===== config.mk =====
export PLATFORM = sky130hd
export DESIGN_NAME = decoder_3x8_pipe
export DESIGN_NICKNAME = d
export VERILOG_FILES = /design/src/rtl/decoder_3x8_pipe.sv
export SDC_FILE = /design/constraint.sdc
export NUM_CORES = 1
export LEC_CHECK = 0
export ABC_AREA = 1
export BUFFER_PORTS_ARGS = -buffer_cell sky130_fd_sc_hd__buf_2
export CAP_MARGIN = 15
export CORE_MARGIN = 3
export CORE_UTILIZATION = 45
export DETAILED_ROUTE_END_ITERATION = 12
export PLACE_DENSITY_LB_ADDON = 0.05
export SKIP_LAST_GASP = 1
export SLEW_MARGIN = 20
export SYNTH_ARGS = -nofsm -noshare
export SYNTH_HDL_FRONTEND = slang
export SYNTH_SLANG_ARGS = --single-unit

===== constraint.sdc =====
create_clock -name clk -period 2.29 [get_ports clk]
set_input_delay 0.1145 -clock clk [delete_from_list [all_inputs] [get_ports clk]]
set_output_delay 0.1145 -clock clk [all_outputs]
set_load 0.02 [all_outputs]

===== src/rtl/decoder_3x8_pipe.sv =====
// Purpose: registered 3-to-8 one-hot decoder feeding a 2-entry output FIFO; optional hit counter (DECODER_HIT_CNT_EN).
// Latency: a code pushed into an empty buffer is on out_d with out_valid=1 right after the push edge.
// Backpressure: in_ready drops when both entries are held; it depends only on registered state, never on out_ready.
module decoder_3x8_pipe #(
    parameter int CNT_W = 8
) (
    input  logic             clk,
    input  logic             rst,
    input  logic             in_valid,
    output logic             in_ready,
    input  logic [2:0]       in_code,
    input  logic             in_en,
    output logic             out_valid,
    input  logic             out_ready,
    output logic [7:0]       out_d,
    output logic [CNT_W-1:0] hit_cnt
);

    // Occupancy-tracking states; the encoding equals the entry count.
    typedef enum logic [1:0] {
        EMPTY = 2'd0,
        ONE   = 2'd1,
        FULL  = 2'd2
    } state_t;

    state_t      state_q;
    logic        wr_ptr_q;
    logic        rd_ptr_q;
    logic [7:0]  entry_q [2];
    logic [7:0]  word_d;
    logic        push;
    logic        pop;

    assign in_ready  = (state_q != FULL);
    assign out_valid = (state_q != EMPTY);
    assign push      = in_valid && in_ready;
    assign pop       = out_valid && out_ready;

    // The word is decoded once at push time and stored; it is never recomputed.
    assign word_d = in_en ? (8'b1 << in_code) : 8'h00;

    // Head of the buffer; forced to zero when nothing is held so stale data never leaks out.
    assign out_d = (state_q == EMPTY) ? 8'h00 : entry_q[rd_ptr_q];

    // Buffer storage, pointers and occupancy state move together on push/pop.
    always_ff @(posedge clk or posedge rst) begin
        if (rst) begin
            state_q    <= EMPTY;
            wr_ptr_q   <= 1'b0;
            rd_ptr_q   <= 1'b0;
            entry_q[0] <= 8'h00;
            entry_q[1] <= 8'h00;
        end else begin
            if (push) begin
                entry_q[wr_ptr_q] <= word_d;
                wr_ptr_q          <= ~wr_ptr_q;
            end
            if (pop) begin
                rd_ptr_q <= ~rd_ptr_q;
            end
            case (state_q)
                EMPTY: if (push) state_q <= ONE;
                ONE: begin
                    if (push && !pop)      state_q <= FULL;
                    else if (pop && !push) state_q <= EMPTY;
                end
                FULL:  if (pop) state_q <= ONE;
                default: state_q <= EMPTY;
            endcase
        end
    end

`ifdef DECODER_HIT_CNT_EN
    logic [CNT_W-1:0] hit_cnt_q;

    // Count delivered non-zero words, holding at the maximum instead of wrapping.
    always_ff @(posedge clk or posedge rst) begin
        if (rst) begin
            hit_cnt_q <= '0;
        end else if (pop && (out_d != 8'h00) && (hit_cnt_q != {CNT_W{1'b1}})) begin
            hit_cnt_q <= hit_cnt_q + CNT_W'(1);
        end
    end

    assign hit_cnt = hit_cnt_q;
`else
    assign hit_cnt = '0;
`endif

endmodule


==> metrics.md, run 1 <==
| Metric | Value |
|---|---|
| Outcome | `finished, final reports clean` |
| Slew headroom | `slightly below 50%` |
| DRC viols | `0` |
| Number of global-route vias before repair | `842` |
| Die height | `approximately 56 µm` |
| Core Area | `around 0.0023 mm²` |
| Synth Cell Area | `approximately 0.0011 mm²` |
| Worst-Skew Late Latency | `roughly 300 ps` |
| Bufs on Longest Clock Path | `2` |
| Die width | `between 50 and 60 µm` |
| Data arrival, critical path | `between 1500 and 2000 ps` |
| Critical path class | `reg -> out` |
| TritonCTS Sinks | `20` |
| Boundary pin count | `26` |
| Main flop type after synthesis | `dfrtp_1` |
| Global-route wire length before repair | `3660 µm` |
| Post-synth EDFFs | `0` |
| Antenna cells | `0` |
| Crit-path cells | `clkinv_1 -> nand2_1 -> a21oi_1 -> buf_2` |
| Max FO, Critical Path | `9` |
| Vias/cell | `around 4.8` |
| Setup slack after layout | `between 600 and 700 ps` |
| Clock root cell | `clkbuf_4` |
| Share of cells above drive strength 1 | `about 27%` |
| Grt ovf | `0` |
| Hold Violations, Final | `0` |
| Buf/Inv on CP | `2` |
| WHS Endpoint | `state_q[1]` |
| R2R depth | `2` |
| Sequential power share | `a little over two fifths` |
| Mapped Cells | `around 130` |
| Largest net degree at the start of global routing | `21` |
| Worst EP required | `~2200 ps` |
| Drt wl/cell | `between 10 and 15 µm` |
| Initial antenna violation count | `0` |
| Syn Area/Cell | `between 8 and 9 µm²` |
| Crit-path max cell delay | `530 ps` |
| Slew Limit Fails | `0` |
| Worst reg2reg setup slack | `approximately 1100 ps` |
| Slowest stage cell, crit path | `dfrtp_1` |
| Worst-path clk slew | `~120 ps` |
| CP endpoint kind | `output port` |
| Die Area | `0.00309 mm²` |
| Setup-failing EPs final | `0` |
| Starting Density | `between 40% and 50%` |
| Vias | `851` |
| Share of total power in combinational logic | `approximately two fifths` |
| Pleak | `between 0.6 and 0.7 nW` |
| Maximum clock rate | `610 MHz` |
| H-tree Lvls | `1` |
| Hold path depth | `4` |
| GRT Resource Usage Total | `around 15%` |
| VDD IR max | `608 µV` |
| Internal power | `678 µW` |
| PortBufs | `17` |
| Sw Ratio | `roughly 44%` |
| Setup_tns | `0 ps` |
| RSZ-0062 raised after global routing | `false` |
| Number of warning messages in the yosys log | `0` |
| Final GP Congestion | `~0.8` |
| Max-Cap Viols | `0` |
| CTS-repair resized insts | `0` |
| Sequential area share after synthesis | `45.2%` |
| #FFs+latches synth | `20` |
| Final HPWL DP | `~1500 µm` |
| Clock share of power | `between 15 and 20%` |
| Unique masters post-synth | `18` |
| Final min period | `roughly 1600 ps` |
| Worst R2R End | `rd_ptr_q` |
| CTS tree | `yes` |
| Hold_buf cts | `1` |
| Area Overhead vs Synth | `9.49%` |
| Final ANT Viol Nets | `0` |
| Critical path origin | `rd_ptr_q` |
| Std cell rows | `17` |
| Net Sw Power | `524 µW` |
| Delay-heaviest family, CP | `flip-flops` |
| DR pass1 iterations | `4` |
| Hold Crit Start | `out_ready` |
| Async SR Flop Fraction | `100%` |
| DRT Wirelength | `approximately 2100 µm` |
| Worst slew pin tran | `around 770 ps` |
| Fin crit share | `just over 70%` |
| Hold Slack | `65.4 ps` |
| # Post-CTS Setup Buffers | `0` |
| DR iter-0 viols | `12` |
| Pwr/cell area | `991 mW/mm²` |
| Critical Path Source Type | `flip-flop` |
| Worst r2r src | `rd_ptr_q` |
| Setup WS pre-CTS | `between 900 and 1000 ps` |
| Nets | `160` |
| Clock skew | `~2.5 ps` |
| Num CTS Buffers | `3` |
| HP Class | `in -> reg` |
## layer usage
metal	global-route usage, %	vias up	wire (µm)	share of wire, %
li1	-	439	-	-
met3	2.78	2	87	4.1
met4	6.25	0	17	0.80
met5	0	-	0	0
met2	25.3	21	1020	48
met1	18.5	389	989	47
## per-stage QoR
stage,cells,cell area [µm²],util (%),power [mW]
2_1_floorplan,140,1130,-,0.913
3_3_place_gp,174,1170,51.2,0.992
3_5_place_dp,174,1170,51.2,1.00
4_1_cts,179,1210,53.3,1.22
5_1_grt,179,1210,53.3,1.30
6_report,179,1210,53.3,1.20
## cell usage in the layout (no fill, tap or decap), types with 2 or more instances in the layout
cell type / n
inv_1: 10
dfrtp_1: 20
a21oi_1: 8
nor2_1: 5
nand2_1: 53
clkbuf_4: 3
buf_2: 17
conb_1: 8
o21ai_2: 16
nand3_1: 2
## cell usage after synthesis (2+ instances only)
cell	instances	area [µm²]
nand3_1	2	10.0
nand2_1	53	199
a21oi_1	8	40.0
buf_6	2	22.5
buf_4	8	60.1
inv_1	10	37.5
nor2_1	5	18.8
dfrtp_1	20	500
o21ai_2	16	140
## worst register-to-register path, delay by kind of cell (launching register included)
kind / cells / cell delay, ps
buffers and inverters: 1 / 330
XOR/XNOR: 1 / 250
flip-flops: 1 / 530
## final cells by class
class                   count  area, µm²
fillers                   239       1060
inverters                  12       45.0
flip-flops and latches     20        500
clock buffers               4       36.3
multi-input cells          97        500
repair buffers             18       95.1
well taps                  28       35.0
## power groups by stage
stage               sequential, mW  combinational [mW]  clock (mW)
global placement             0.516               0.477           0
finish                       0.511               0.485       0.206
detailed placement           0.519               0.484           0
CTS                          0.512               0.490       0.215
floorplan                    0.483               0.429           0
global route                 0.528               0.541       0.231
## flip-flops by register name, summed over array words and instances (netlist names)
name / flops
state_q: 2
rd_ptr_q: 1
entry_q: 16
wr_ptr_q: 1
## logic make-up (layout without fill, tap and decap cells)
logic type	after synthesis	after routing	synth area share, %
buf+inv	23	34	12.0
flops	20	20	45.2
other cells	1	8	0.339
simple gates	63	63	25.0
xor+xnor	1	1	0.791
compound gates	25	25	16.7
## worst max path at each step
stage,to,slack [ps],cells past startpoint
global placement,out_d[4],1040,4
CTS,out_d[1],630,4
floorplan,out_d[0],1050,4
finish,out_d[0],650,4
global route,out_d[3],490,4
detailed placement,out_d[1],1000,4
Note: power is estimated with default switching activity, not from simulation.
==> run 2, diff against run 1 <==
Settings changed: ABC_AREA 1 to 0.
Clock period 2.29 ns to 1.4 ns, I/O delays scaled along.
==> run 2 against run 1 <==
Area after synthesis down 0.11%. Via count down 15%. Highest routed layer unchanged. Largest power group is now combinational cells. Routed wire length down 8.1%. Sequential power up 47%. Clock skew up 0.73 ps. Combinational power up 64%. Final cell count down 17%. Synthesized cell count down 29%. Critical endpoint is now out_d[3]. Flip-flop and latch count unchanged. Design area up 11%. Global-route usage down 0.90 points. First-iteration DRC count down 83%.
==> metrics.md, run 2 <==
| Metric | Value |
|---|---|
| Outcome | `finished, final reports clean` |
| Drt wl/cell | `13.0 µm` |
| Global-route wire length before repair | `between 3000 and 4000 µm` |
| Setup WS pre-CTS | `-54.8 ps` |
| Clock skew | `~3.2 ps` |
| RSZ-0062 raised after global routing | `true` |
| Number of global-route vias before repair | `approximately 740` |
| Largest registers | `entry_q: 16 flops, state_q: 2 flops` |
| Setup slack after layout | `20.7 ps` |
| Sequential power share | `40.1%` |
| Multi-input gate area | `559 µm²` |
| Synth top cells by count | `dfrtp_1 (20), mux2_4 (16), nor2_1 (15), buf_4 (8), mux2i_1 (8)` |
| Clock root cell | `clkbuf_4` |
| Unique masters post-synth | `20` |
| Bufs on Longest Clock Path | `2` |
| #FFs+latches synth | `20` |
| Core Area | `around 0.0023 mm²` |
| Syn Area/Cell | `roughly 12 µm²` |
| Slew Limit Fails | `0` |
| Post-synth EDFFs | `0` |
| Final GP Congestion | `0.764` |
| # Post-CTS Setup Buffers | `0` |
| # fillers | `about 190` |
| Largest register FFs | `16` |
| Mapped Cells | `94` |
| Synth top area cells | `dfrtp_1 (45%), mux2_4 (22%), mux2i_1 (7.2%)` |
| Sequential cell area | `about 500 µm²` |
| Max FO, Critical Path | `5` |
| Share of cells above drive strength 1 | `~45%` |
| DRC viols | `0` |
| Async SR Flop Fraction | `100%` |
| Max-Cap Viols | `0` |
| Maximum clock rate | `between 700 and 800 MHz` |
| DR pass1 iterations | `2` |
| Post-Place Cells | `143` |
| CP endpoint kind | `output port` |
| Vias | `roughly 720` |
| Data arrival, critical path | `~1300 ps` |
| Worst-Skew Late Latency | `between 200 and 300 ps` |
| Die width | `between 50 and 60 µm` |
| Number of warning messages in the yosys log | `0` |
| Antenna cells | `0` |
| Final HPWL DP | `1460 µm` |
| Clock share of power | `17.5%` |
| Setup-failing EPs final | `0` |
| Yosys top cell area share | `a little under half` |
| Initial antenna violation count | `0` |
| Area Overhead vs Synth | `22.2%` |
| HP Class | `in -> reg` |
| Final min period | `1380 ps` |
| Share of total power in combinational logic | `between 40 and 50%` |
| Nets | `130` |
| PortBufs | `17` |
| GRT Resource Usage Total | `around 14%` |
| Most common cell in the netlist | `dfrtp_1` |
| Worst EP required | `1330 ps` |
| Worst-path clk slew | `between 100 and 150 ps` |
| Final ANT Viol Nets | `0` |
| Net Sw Power | `between 600 and 700 µW` |
| DR iter-0 viols | `2` |
| Num CTS Buffers | `3` |
| Pwr/cell area | `about 1400 mW/mm²` |
| CTS tree | `yes` |
| Vias/cell | `4.86` |
| Hold Slack | `between 50 and 60 ps` |
| VDD IR max | `between 800 and 900 µV` |
| H-tree Lvls | `1` |
| Die height | `55.6 µm` |
| Worst r2r src | `state_q[1]` |
| TritonCTS Sinks | `20` |
| Std cell rows | `17` |
| Hold Violations, Final | `0` |
| Internal power | `1.26 mW` |
| Grt ovf | `0` |
| Critical Path Source Type | `flip-flop` |
| DRT Wirelength | `about 1900 µm` |
| Die Area | `0.00309 mm²` |
| Post-synth top area cell | `dfrtp_1` |
| Top reg by flops | `entry_q` |
| Sequential area share after synthesis | `45.2%` |
| Starting Density | `48.6%` |
| Hold Crit Start | `in_valid` |
| Most common cell after layout, fill and taps aside | `dfrtp_1` |
| Synth Cell Area | `0.00111 mm²` |
| Boundary pin count | `26` |
| Largest net degree at the start of global routing | `21` |
| Critical path origin | `state_q[1]` |
| Main flop type after synthesis | `dfrtp_1` |
| Most frequent cells in the layout | `dfrtp_1 (20), mux2_4 (16), buf_2 (10), nor2_1 (9)` |
| Fin crit share | `98.5%` |
| Critical path class | `reg -> out` |
| Finished Layout Cells | `between 100 and 150` |
| Pleak | `0.691 nW` |
| Sw Ratio | `32.6%` |
## run 2: cell families after synthesis
family,count (synthesis),share of synthesized area [%]
AND/OR/NAND/NOR,29,13.0
multiplexers,24,29.0
flip-flops,20,45.2
buffers and inverters,13,8.60
AO/OA/AOI/OAI,5,2.26
XOR/XNOR,2,1.58
other,1,0.339
## run 2: final timing paths
check,end,slack (ps),depth (start not counted)
worst max-delay path,out_d[3],20,5
worst min-delay path,wr_ptr_q,60,3
worst max register to register,entry_q[4],80,3
worst min register to register,entry_q[0],520,1
max in group asynchronous,state_q[0],860,4
min in group asynchronous,entry_q[15],330,4
## run 2: power by group through the flow
| stage | clock network [mW] | logic [mW] | registers (mW) |
|---|---|---|---|
| 2_1_floorplan | 0 | 0.573 | 0.752 |
| 3_3_place_gp | 0 | 0.719 | 0.760 |
| 3_5_place_dp | 0 | 0.729 | 0.765 |
| 4_1_cts | 0.346 | 0.752 | 0.754 |
| 5_1_grt | 0.365 | 0.856 | 0.768 |
| 6_report | 0.328 | 0.795 | 0.753 |
## run 2: timing repair
item                                    in CTS  in global routing
endpoints found under the setup margin      25                  9
cloned                                       0                  0
hold buffers                                 2                  0
endpoints found under the hold margin       21                  0
pin swaps                                    0                  1
resized for setup                            5                 19
## run 2: metal layers
| layer | vias up | GRT usage, % | share of wire (%) |
|---|---|---|---|
| met1 | 351 | 17.8 | 45 |
| li1 | 354 | - | - |
| met2 | 17 | 23.8 | 50 |
| met5 | - | 0 | 0 |
| met3 | 2 | 2.32 | 4.1 |
| met4 | 0 | 5.21 | 0.82 |
## run 2: cell type report
cell class | instances | share of cell area, %
tap | 28 | 2.59
timing repair buffer | 27 | 15.7
multi-input combinational | 68 | 41.4
sequential | 20 | 37.0
clock buffer | 4 | 2.69
inverter | 2 | 0.556
## run 2: worst max-delay path, cell delays in order, from the launching register on
cell     delay [ps]
dfrtp_1         430
buf_6           150
nor2_4          110
buf_4           130
nor2_1           40
buf_2           150
## run 2: metrics by stage
| step | TNS [ps] | total power [mW] | util [%] | instance area, µm² |
|---|---|---|---|---|
| CTS | 0 | 1.85 | 56.9 | 1290 |
| global route | -369 | 1.99 | 59.4 | 1350 |
| floorplan | 0 | 1.33 | - | 1130 |
| detailed placement | -739 | 1.49 | 53.8 | 1220 |
| global placement | -525 | 1.48 | 53.8 | 1220 |
| finish | 0 | 1.88 | 59.4 | 1350 |
==> run 3, diff against run 2 <==
==> constraint.sdc (replaced) <==
create_clock -name clk -period 1.4 [get_ports clk]
set_input_delay 0.07 -clock clk [delete_from_list [all_inputs] [get_ports clk]]
set_output_delay 0.07 -clock clk [all_outputs]
set_load 0.1 [all_outputs]
==> run 3 against run 2 <==
Clock skew is essentially flat. Largest power group unchanged. Critical endpoint is now out_d[4]. Non-clock buffer count is 3 higher. Design area grew 13%. Sequential share of layout area fell by 4.3 points. Register-to-register slack got worse by 50 ps. The flow now finishes with violations (negative setup slack). Core utilization rose by 8.0 points.
==> metrics.md, run 3 (same netlist as run 2, synthesis figures left out) <==
| Metric | Value |
|---|---|
| Outcome | `complete, but fails checks` |
| Failing checks | `negative setup slack` |
| Design Area, Final | `around 0.0015 mm²` |
| CP endpoint kind | `output port` |
| Largest registers | `entry_q: 16 flops, state_q: 2 flops` |
| DRC viols | `0` |
| H-tree Lvls | `1` |
| Area Overhead vs Synth | `38.6%` |
| Slowest stage cell, crit path | `dfrtp_1` |
| Worst EP required | `around 1300 ps` |
| Die height | `55.6 µm` |
| Largest net degree at the start of global routing | `14` |
| Initial antenna violation count | `0` |
| Sequential cell area | `502 µm²` |
| Pwr/cell area | `1650 mW/mm²` |
| Boundary pin count | `26` |
| Global-route wire length before repair | `approximately 3600 µm` |
| DRT Wirelength | `around 2100 µm` |
| Fin crit share | `102%` |
| Crit-path cells | `buf_6 -> nor2_4 -> buf_6 -> nor2_2 -> buf_12` |
| Maximum clock rate | `between 600 and 700 MHz` |
| Core Area | `0.00228 mm²` |
| Clock root cell | `clkbuf_4` |
| Clock skew | `around 3.4 ps` |
| RSZ-0062 raised after global routing | `true` |
| Hold Slack | `58.6 ps` |
| Critical Path Source Type | `flip-flop` |
| TritonCTS Sinks | `20` |
| Critical Path Most Common Cell | `buf_6` |
| HP Class | `in -> reg` |
| Crit-path max cell delay | `around 400 ps` |
| Antenna cells | `0` |
| Area post-placement | `between 0.001 and 0.0015 mm²` |
| Share of total power in combinational logic | `51.3%` |
| Net Sw Power | `around 990 µW` |
| Final GP Congestion | `between 0.7 and 0.8` |
| Slew Limit Fails | `0` |
| Largest register FFs | `16` |
| Max-Cap Viols | `0` |
| GRT Resource Usage Total | `between 10% and 20%` |
| # fillers | `approximately 190` |
| Sw Ratio | `about 40%` |
| Vias/cell | `just under 5` |
| Grt ovf | `0` |
| Critical path class | `reg -> out` |
| Std cell rows | `17` |
| Most frequent cells in the layout | `dfrtp_1 (19), mux2_4 (16), buf_12 (10), conb_1 (8)` |
| CTS tree | `yes` |
| Most common cell after layout, fill and taps aside | `dfrtp_1` |
| Bufs on Longest Clock Path | `2` |
| Num CTS Buffers | `3` |
| Sequential power share | `between 30% and 40%` |
| Number of global-route vias before repair | `approximately 800` |
| Top reg by flops | `entry_q` |
| Setup slack after layout | `-33.0 ps` |
| Final min period | `about 1400 ps` |
| PortBufs | `17` |
| Vias | `between 700 and 800` |
| Internal power | `1.54 mW` |
| Share of cells above drive strength 1 | `between 50% and 60%` |
| DR pass1 iterations | `1` |
| Setup WS pre-CTS | `approximately 44 ps` |
| Max FO, Critical Path | `4` |
| Final ANT Viol Nets | `0` |
| Clock share of power | `between 10% and 20%` |
| Hold Violations, Final | `0` |
| DR iter-0 viols | `0` |
| Drt wl/cell | `around 14 µm` |
| Setup-failing EPs final | `8` |
| Pleak | `around 0.73 nW` |
| Starting Density | `just under 50%` |
| Die Area | `slightly above 0.003 mm²` |
| Die width | `55.6 µm` |
| Worst-Skew Late Latency | `about 300 ps` |
| Multi-input gate area | `579 µm²` |
| Final HPWL DP | `1630 µm` |
| Data arrival, critical path | `1360 ps` |
| Worst-path clk slew | `between 100 and 150 ps` |
| VDD IR max | `1300 µV` |
| Nets | `roughly 130` |
==> run 3: changes by cell type in the layout (fill, tap and decap cells not counted), sizes merged <==
cell      change
bufinv        +1
inv           -1
buf           +3
clkbuf        -1
clkinvlp      +1
==> run 3: path summary, 6_finish.rpt <==
check | from | end | slack (ps) | cells after the start
worst max-delay path | state_q[1] | out_d[4] | -30 | 5
worst min-delay path | in_valid | wr_ptr_q | 60 | 3
worst max register to register | state_q[0] | entry_q[14] | 30 | 4
worst min register to register | wr_ptr_q | wr_ptr_q | 500 | 1
max in group asynchronous | rst | entry_q[3] | 670 | 4
min in group asynchronous | rst | entry_q[10] | 250 | 3
==> run 3: metal layers <==
metal / part of all wire (%) / up-vias / global-route usage [%]
met5: 0 / - / 0
met4: 0.48 / 0 / 2.08
met3: 4.6 / 2 / 3.48
met2: 53 / 19 / 26.9
met1: 42 / 367 / 17.3
li1: - / 362 / -
==> run 3: timing repair <==
action | 4_1_cts | 5_1_grt
buffers inserted | 2 | 1
setup endpoints to repair | 9 | 23
hold buffers | 2 | 0
pin swaps | 1 | 2
hold endpoints to repair | 8 | 0
gates resized for setup | 6 | 4
==> run 3: through the flow <==
stage | TNS [ps] | util, % | power [mW] | std cells
after floorplan | -3070 | - | 1.70 | 101
after global placement | 0 | 61.7 | 2.00 | 143
after detailed placement | 0 | 61.7 | 2.01 | 143
after CTS | -461 | 66.5 | 2.53 | 151
after global routing | -746 | 67.3 | 2.64 | 152
final | -226 | 67.3 | 2.53 | 152
==> run 3: final cells by class <==
cell class / count / area share (%)
flip-flops and latches: 20 / 32.7
multi-input cells: 68 / 37.8
repair buffers: 30 / 23.0
well taps: 28 / 2.29
clock buffers: 3 / 1.47
inverters: 2 / 0.735
clock inverters: 1 / 1.96
==> run 3: power by group through the flow <==
stage / registers (mW) / logic [mW] / clock network [mW]
3_5_place_dp: 0.778 / 1.24 / 0
4_1_cts: 0.767 / 1.28 / 0.484
6_report: 0.768 / 1.30 / 0.465
3_3_place_gp: 0.774 / 1.22 / 0
2_1_floorplan: 0.755 / 0.946 / 0
5_1_grt: 0.783 / 1.35 / 0.504
==> run 3: worst max-delay path: cells and delay by family, from the launching register on <==
family | cells | cell delay (ps)
buffers and inverters | 3 | 440
flip-flops | 1 | 410
AND/OR/NAND/NOR | 2 | 210
